`src/rtl/divider_ctrl_pkg.sv`:
```
// Shared constants for the sequential restoring divider and its ALU subtractor.
// Holds the FSM state encoding, datapath widths and ALU operation codes.
package divider_ctrl_pkg;

    localparam int WIDTH = 32;
    localparam int CNT_W = 6;

    localparam logic [1:0] S_IDLE = 2'd0;
    localparam logic [1:0] S_BUSY = 2'd1;
    localparam logic [1:0] S_DONE = 2'd2;

    localparam logic [4:0] ITER_LAST = 5'd31;

    typedef enum logic [1:0] {
        ALU_ADD = 2'd0,
        ALU_SUB = 2'd1,
        ALU_AND = 2'd2,
        ALU_OR  = 2'd3
    } alu_op_e;

endpackage

```
`src/rtl/divider_ctrl_alu.sv`:
```
// Small combinational ALU; the divider uses its SUB path as the trial subtractor.
// For SUB, Carry is the borrow out (1 when Src_1 < Src_2).
module divider_ctrl_alu
    import divider_ctrl_pkg::*;
(
    input  alu_op_e           alu_op,
    input  logic [WIDTH-1:0]  Src_1,
    input  logic [WIDTH-1:0]  Src_2,
    output logic [WIDTH-1:0]  Result,
    output logic              Carry
);

    always_comb begin
        Result = '0;
        Carry  = 1'b0;
        case (alu_op)
            ALU_ADD: {Carry, Result} = {1'b0, Src_1} + {1'b0, Src_2};
            // Zero-extended subtract: bit WIDTH of the difference is the borrow.
            ALU_SUB: {Carry, Result} = {1'b0, Src_1} - {1'b0, Src_2};
            ALU_AND: Result = Src_1 & Src_2;
            ALU_OR:  Result = Src_1 | Src_2;
            default: ;
        endcase
    end

endmodule

```
`src/rtl/divider_ctrl.sv`:
```
// 32-bit unsigned restoring divider: one quotient bit per BUSY cycle, 32 iterations,
// trial subtraction done by the shared ALU; results held until the next accepted start.
module divider_ctrl
    import divider_ctrl_pkg::*;
(
    input  logic              clk,
    input  logic              rst,
    input  logic              start,
    input  logic [WIDTH-1:0]  dividend,
    input  logic [WIDTH-1:0]  divisor,
    output logic              ready,
    output logic              done,
    output logic [WIDTH-1:0]  quotient,
    output logic [WIDTH-1:0]  remainder,
    output logic              div_by_zero
);

    logic [1:0]        state_q, state_d;
    logic [CNT_W-1:0]  counter_q, counter_d;
    logic [WIDTH-1:0]  rem_hi_q, rem_hi_d;
    logic [WIDTH-1:0]  rem_lo_q, rem_lo_d;
    logic [WIDTH-1:0]  div_reg_q, div_reg_d;
    logic [WIDTH-1:0]  quotient_q, quotient_d;
    logic [WIDTH-1:0]  remainder_q, remainder_d;
    logic              dbz_q, dbz_d;
    logic              done_q, done_d;

    logic              msb_out;
    logic [WIDTH-1:0]  sh_hi;
    logic [WIDTH-1:0]  alu_result;
    logic              alu_carry;
    logic              success;
    logic              accept;

    // {msb_out, sh_hi, sh_lo} = {rem_hi, rem_lo} << 1; sh_lo is folded into rem_lo_d.
    assign msb_out = rem_hi_q[WIDTH-1];
    assign sh_hi   = {rem_hi_q[WIDTH-2:0], rem_lo_q[WIDTH-1]};

    divider_ctrl_alu u_alu (
        .alu_op (ALU_SUB),
        .Src_1  (sh_hi),
        .Src_2  (div_reg_q),
        .Result (alu_result),
        .Carry  (alu_carry)
    );

    // A shifted-out msb means the partial remainder exceeds any 32-bit divisor;
    // the wrapped ALU result is then still the correct low 32 bits.
    assign success = msb_out | ~alu_carry;

    assign ready  = (state_q == S_IDLE) || (state_q == S_DONE);
    assign accept = start && ready;

    always_comb begin
        state_d     = state_q;
        counter_d   = counter_q;
        rem_hi_d    = rem_hi_q;
        rem_lo_d    = rem_lo_q;
        div_reg_d   = div_reg_q;
        quotient_d  = quotient_q;
        remainder_d = remainder_q;
        dbz_d       = dbz_q;
        done_d      = 1'b0;

        case (state_q)
            S_IDLE: ;
            S_BUSY: begin
                rem_hi_d  = success ? alu_result : sh_hi;
                rem_lo_d  = {rem_lo_q[WIDTH-2:0], success};
                counter_d = counter_q + CNT_W'(1);
                if (counter_q == CNT_W'(ITER_LAST)) begin
                    state_d     = S_DONE;
                    quotient_d  = rem_lo_d;
                    remainder_d = rem_hi_d;
                    dbz_d       = (div_reg_q == '0);
                    done_d      = 1'b1;
                end
            end
            S_DONE:  state_d = S_IDLE;
            default: state_d = S_IDLE;
        endcase

        // Accepting from DONE overrides the return to IDLE for back-to-back ops.
        if (accept) begin
            state_d   = S_BUSY;
            rem_hi_d  = '0;
            rem_lo_d  = dividend;
            div_reg_d = divisor;
            counter_d = '0;
            done_d    = 1'b0;
        end
    end

    always_ff @(posedge clk) begin
        if (rst) begin
            state_q     <= S_IDLE;
            counter_q   <= '0;
            rem_hi_q    <= '0;
            rem_lo_q    <= '0;
            div_reg_q   <= '0;
            quotient_q  <= '0;
            remainder_q <= '0;
            dbz_q       <= 1'b0;
            done_q      <= 1'b0;
        end else begin
            state_q     <= state_d;
            counter_q   <= counter_d;
            rem_hi_q    <= rem_hi_d;
            rem_lo_q    <= rem_lo_d;
            div_reg_q   <= div_reg_d;
            quotient_q  <= quotient_d;
            remainder_q <= remainder_d;
            dbz_q       <= dbz_d;
            done_q      <= done_d;
        end
    end

    assign done        = done_q;
    assign quotient    = quotient_q;
    assign remainder   = remainder_q;
    assign div_by_zero = dbz_q;

endmodule
```
`config.mk`:
```
export PLATFORM = sky130hd
export DESIGN_NAME = divider_ctrl
export DESIGN_NICKNAME = d
export VERILOG_FILES = /design/src/rtl/divider_ctrl_pkg.sv /design/src/rtl/divider_ctrl_alu.sv /design/src/rtl/divider_ctrl.sv
export SDC_FILE = /design/constraint.sdc
export NUM_CORES = 1
export LEC_CHECK = 0
export ABC_AREA = 1
export CAP_MARGIN = 20
export CORE_MARGIN = 10
export CORE_UTILIZATION = 56
export CTS_BUF_LIST = sky130_fd_sc_hd__clkbuf_16
export CTS_CLUSTER_SIZE = 24
export DETAILED_ROUTE_END_ITERATION = 7
export GPL_TIMING_DRIVEN = 0
export PLACE_DENSITY = 0.88
export SETUP_SLACK_MARGIN = 0.5
export SKIP_CTS_REPAIR_TIMING = 1
export SYNTH_ARGS = -nofsm -noshare
export SYNTH_HDL_FRONTEND = slang
export SYNTH_SLANG_ARGS = --single-unit
```
`constraint.sdc`:
```
create_clock -name clk -period 3 [get_ports clk]
set_input_delay 0.6 -clock clk [delete_from_list [all_inputs] [get_ports clk]]
set_output_delay 0.6 -clock clk [all_outputs]
set_load 0.02 [all_outputs]
```
After elaboration in Yosys (flattened, before gate mapping)
Cells that the tools add are included.
{ "op_classes": {"add_sub_neg": 2, "n_eq_ne": 6, "muxes": 7, "n_bitwise": 4, "reduce_logical": 10} }
{ "op_table": {"columns": ["operator", "count"], "rows": [
  ["2-to-1 mux 32 bit", 3],
  ["subtractor 32 x 32 -> 33 bit", 1],
  ["zero test 32 bit", 1],
  ["adder 6 x 1 -> 6 bit (second input constant)", 1],
  ["== test 6 x 5 -> 1 bit (second input constant)", 1],
  ["AND reduction 2 bit", 3],
  ["inequality test 2 bit (second input constant)", 2],
  ["one-hot mux 2 bit (2 select lines)", 1],
  ["inequality test 3 bit (second input constant)", 1],
  ["inverter 1 bit", 3],
  ["OR reduction 3 bit", 1],
  ["== test 2 x 1 -> 1 bit (second input constant)", 1],
  ["== test 2 bit (second input constant)", 1],
  ["zero test 2 bit", 1],
  ["2-to-1 mux 1 bit", 2],
  ["2-to-1 mux 2 bit", 1],
  ["nonzero test 2 bit", 1],
  ["OR reduction 2 bit", 1],
  ["logical AND 1 bit", 1],
  ["logical OR 1 bit", 1],
  ["bitwise OR 1 bit", 1]
]} }
{ "totals": {"regBits": 170, "output_inout_bits": 67} }

Logic depth before layout (Yosys ltp)
{ "depth": {"ltp_word": 5, "depth_mapped": 17, "depth_no_buf": 17} }

Hierarchy
Synthesis repeated with hierarchy kept, for this count alone.
{ "hier_totals": {"hier_cells": 2216, "area_unflattened_um2": 13244.0} }
{ "by_module_without_submodules": {"columns": ["mod", "n_inst", "cells_each", "area_per_inst_um2", "seq_area_each_um2"], "rows": [
  ["divider_ctrl", 1, 933, 6762.7, 3403.3],
  ["divider_ctrl_alu", 1, 1283, 6481.2, 0.0]
]} }

Least setup slack after synthesis
Ideal clock, no wire load.
{ "synth_timing": {"path_kind": "register to register", "from": "register rem_lo_q[31]", "to": "register remainder_q[23], in the netlist remainder[23]", "setup_time_ps": 109, "t_arrival_ps": 2006, "path_slack_ps": 885, "path_stages_with_launch": 17, "path_buffers": 1, "synth_period_minus_slack_ps": 2115, "path_cell_list": "dfxtp_1 inv_1 ha_1 fa_1 inv_1 nand2_1 nand2_1 nand3_1 nand2_1 nand3_1 nand3_2 nand2_2 buf_6 nand3_1 nand3_1 nand2_1 inv_1"} }
{ "synth_between": {"elab_chain_len": 4} }
{ "synth_lines": {"columns": ["element", "line_no", "source"], "rows": [
  ["start, declared", "divider_ctrl.sv:21", "logic [WIDTH-1:0] rem_lo_q, rem_lo_d;"],
  ["start signal, assigned", "divider_ctrl.sv:109", "rem_lo_q <= rem_lo_d;"],
  ["subtractor 32 x 32 -> 33 bit *", "divider_ctrl_alu.sv:19", "ALU_SUB: {Carry, Result} = {1'b0, Src_1} - {1'b0, Src_2};"],
  ["inverter 1 bit", "divider_ctrl.sv:49", "assign success = msb_out | ~alu_carry;"],
  ["bitwise OR 1 bit", "divider_ctrl.sv:49", null],
  ["2-to-1 mux 32 bit *", "divider_ctrl.sv:68", "rem_hi_d = success ? alu_result : sh_hi;"],
  ["end signal, assigned", "divider_ctrl.sv:112", "remainder_q <= remainder_d;"],
  ["end, declared", "divider_ctrl.sv:24", "logic [WIDTH-1:0] remainder_q, remainder_d;"]
]} }
Every way passes the cells marked *; elsewhere a longest branch is shown, timed or not.
A chain may end at the register's enable or synchronous reset.

Worst setup path after layout
{ "layout_timing": {"from": "register rem_lo_q[31]", "to": "register remainder_q[18], in the netlist remainder[18]"} }
The elaborated chain is that of the path after synthesis.

==> results.ini <==
[status]
status=finished, final reports clean

[place]
io_buffers=132
hpwl_mm=24.0
gp_congestion=1.02

[timing]
period_needed_ps=2430
rsz0062_at_grt=false
period_share=0.809
setup_viol_count_final=0
tns_ps=0
slew_violations=0
max_freq_mhz=412
hold_violations=0
worst_pin_slew_ps=675
slew_headroom=0.550
skew_ps=11.1

[yosys]
ys_async_sr_fraction=0
synth_warnings=0
synth_commonest_cells=nand2_1, inv_1, nor2_1
synth_fp_nets=1599
yosys_register_bits=170
avgSynthCellArea_um2=6.41
synth_top_area_frac=0.354
synth_cell_types=37
synthesis.area_um2=9600
synth_area_leader_cell=dfxtp_1
netlist_instances=1498
synth-main-ff-cell=dfxtp_1
synth_edf_count=0
yosys.cell_count.top_type=nand2_1
yosys-top-cells-area=dfxtp_1, nand2_1, inv_1
seq_area_frac_synth=0.354

[final_layout]
nets=1756
syn_to_final_growth_pct=24.7
diodes=0
seqCellArea_um2=3400
utilization=0.717
drive_gt1_frac=0.0719
multi_input_area_um2=5060
fillCellCount=1431

[die]
io_pins=134
die_h_um=151
start_util=0.575
rows=47
core-area_um2=16700
die-area_um2=22800
die_w_um=151

[global_route]
grt_pass1_vias=9751
grt-busiest-layer=met2
grtUsageMet2=0.443
met3_usage=0.0561
grt_max_degree=19
grt_use_total=0.271
grt.overflow.total=0
met1_usage=0.337
antenna_found_initial=0
grt_pass1_wl_mm=49.3

[hold_path]
hold_class=register to register

[power]
leakage_uw=0.00585
seq_power_share=0.371
p_switching_uw=2440
p_int_uw=4150
peakVddDrop_mv=0.468
power.density_nw_per_um2=550
swShare=0.371
comb_power_share=0.297
clockPowerShare=0.332

[critical_path]
endpoint_kind=register
cp_slowest_stage_delay_ps=370
path_class=register to register
cp-start-kind=register
crit_path_top_delay_cell=fa_1
critPathRequiredTime_ps=3390
worstPathMaxFanout=6
crit_top_cell=nand2_2
crit_arrival_ps=2820
critPathTopFamily=simple AND/OR/NAND/NOR gates
path_buf_inv=4
cp_cell_sequence=inv_1 > ha_2 > fa_1 > inv_2 > nand2_2 > nand2_2 > nand3_1 > nand2_2 > nand2_1 > nand2_2 > nand2_2 > nand3_4 > clkbuf_16 > nand3_1 > nand3_1 > nand2_1 > inv_1

[drt]
ant_nets=0
vias=10300
wire_per_inst_um=16.8
drt_first_iter_violations=1067
viasPerCell=5.45
first_pass_iters=6
route.detailed.drc=0
totalWireLength_mm=31.7

[clocking]
path_clk_slew_ps=70
cts_tree=built
cts-root-buf=clkbuf_16
cts_max_level=4
clockBufferDepth=2
numCtsBuffers=17
clkLatencyLatePin_ps=450
clock_sinks=170

[flow_run]
maxCapViolations=0

final cells by class:
type	instances	share of cell area
Buffer	65	0.0283
Clock buffer	17	0.0355
Clock inverter	15	0.0122
Inverter	247	0.0774
Multi-Input combinational cell	1016	0.422
Sequential cell	170	0.284
Tap cell	220	0.0230
Timing Repair Buffer	138	0.117
placed cells by master, fill, tap and decap left out, drive strengths merged, types with 8 or more instances in the layout:
cell type | Yosys | routed
dfxtp | 170 | 170
clkbuf | 37 | 58
nor2 | 232 | 232
inv | 245 | 256
a221oi | 8 | 8
nand3 | 147 | 147
o21ai | 93 | 93
clkdlybuf4s50 | 0 | 132
nand2 | 344 | 344
buf | 28 | 30
xor2 | 13 | 13
a21oi | 72 | 72
o221ai | 14 | 14
nor3 | 19 | 19
ha | 33 | 33
nand4 | 15 | 15
through the flow:
step | std cells | cell area, um^2 | hold slack [ps] | power [uW] | worst slack [ps]
floorplan | 1498 | 9600 | 441 | 3740 | 885
global placement | 1850 | 11200 | 461 | 4230 | 398
detailed placement | 1850 | 11200 | 469 | 4260 | 382
CTS | 1882 | 11800 | 479 | 6400 | 370
global route | 1888 | 12000 | 498 | 6870 | 433
finish | 1888 | 12000 | 480 | 6590 | 574
power by group through the flow:
stage                     sequential, uW  clock, uW  combinational, uW
after floorplan                     2470          0               1270
after global placement              2490          0               1740
after detailed placement            2490          0               1770
after CTS                           2440       2170               1790
after global routing                2450       2270               2150
final                               2450       2190               1960
tightest hold or removal path, stage by stage, from the launching register on:
cell and delay [ps]:
dfxtp_1 310, inv_1 70, a21oi_1 50
sequential cells by signal (all words and copies together), names as in the netlist:
register,count
div_reg_q,32
quotient,32
rem_hi_q,32
rem_lo_q,32
remainder,32
counter_q,6
state_q,2
div_by_zero,1
done,1
kinds of logic (layout without fill, tap and decap cells):
family                     after synthesis  count (layout)  synth area share
adders and majority gates               34              34            0.0451
AOI/OAI and AO/OA                      198             198             0.114
DFF                                    170             170             0.354
xor gates and xnor gates                14              14            0.0128
buffers and inverters                  312             482             0.129
and+or+nand+nor                        770             770             0.345
metal layers:
layer	vias up	routed length (um)
li1	5047	-
met1	4620	12900
met2	521	14700
met3	93	2920
met4	0	1210
met5	-	0
worst paths after layout:
| kind | slack, ps | from | end | cells after the start |
|---|---|---|---|---|
| hold reg to reg | 480 | rem_lo_q[30] | quotient[31] | 2 |
| setup reg to reg | 570 | rem_lo_q[31] | remainder[18] | 17 |
| hold / removal | 480 | rem_lo_q[30] | quotient[31] | 2 |
| setup / recovery | 570 | rem_lo_q[31] | remainder[18] | 17 |
Power figures use the tool's default switching activity.
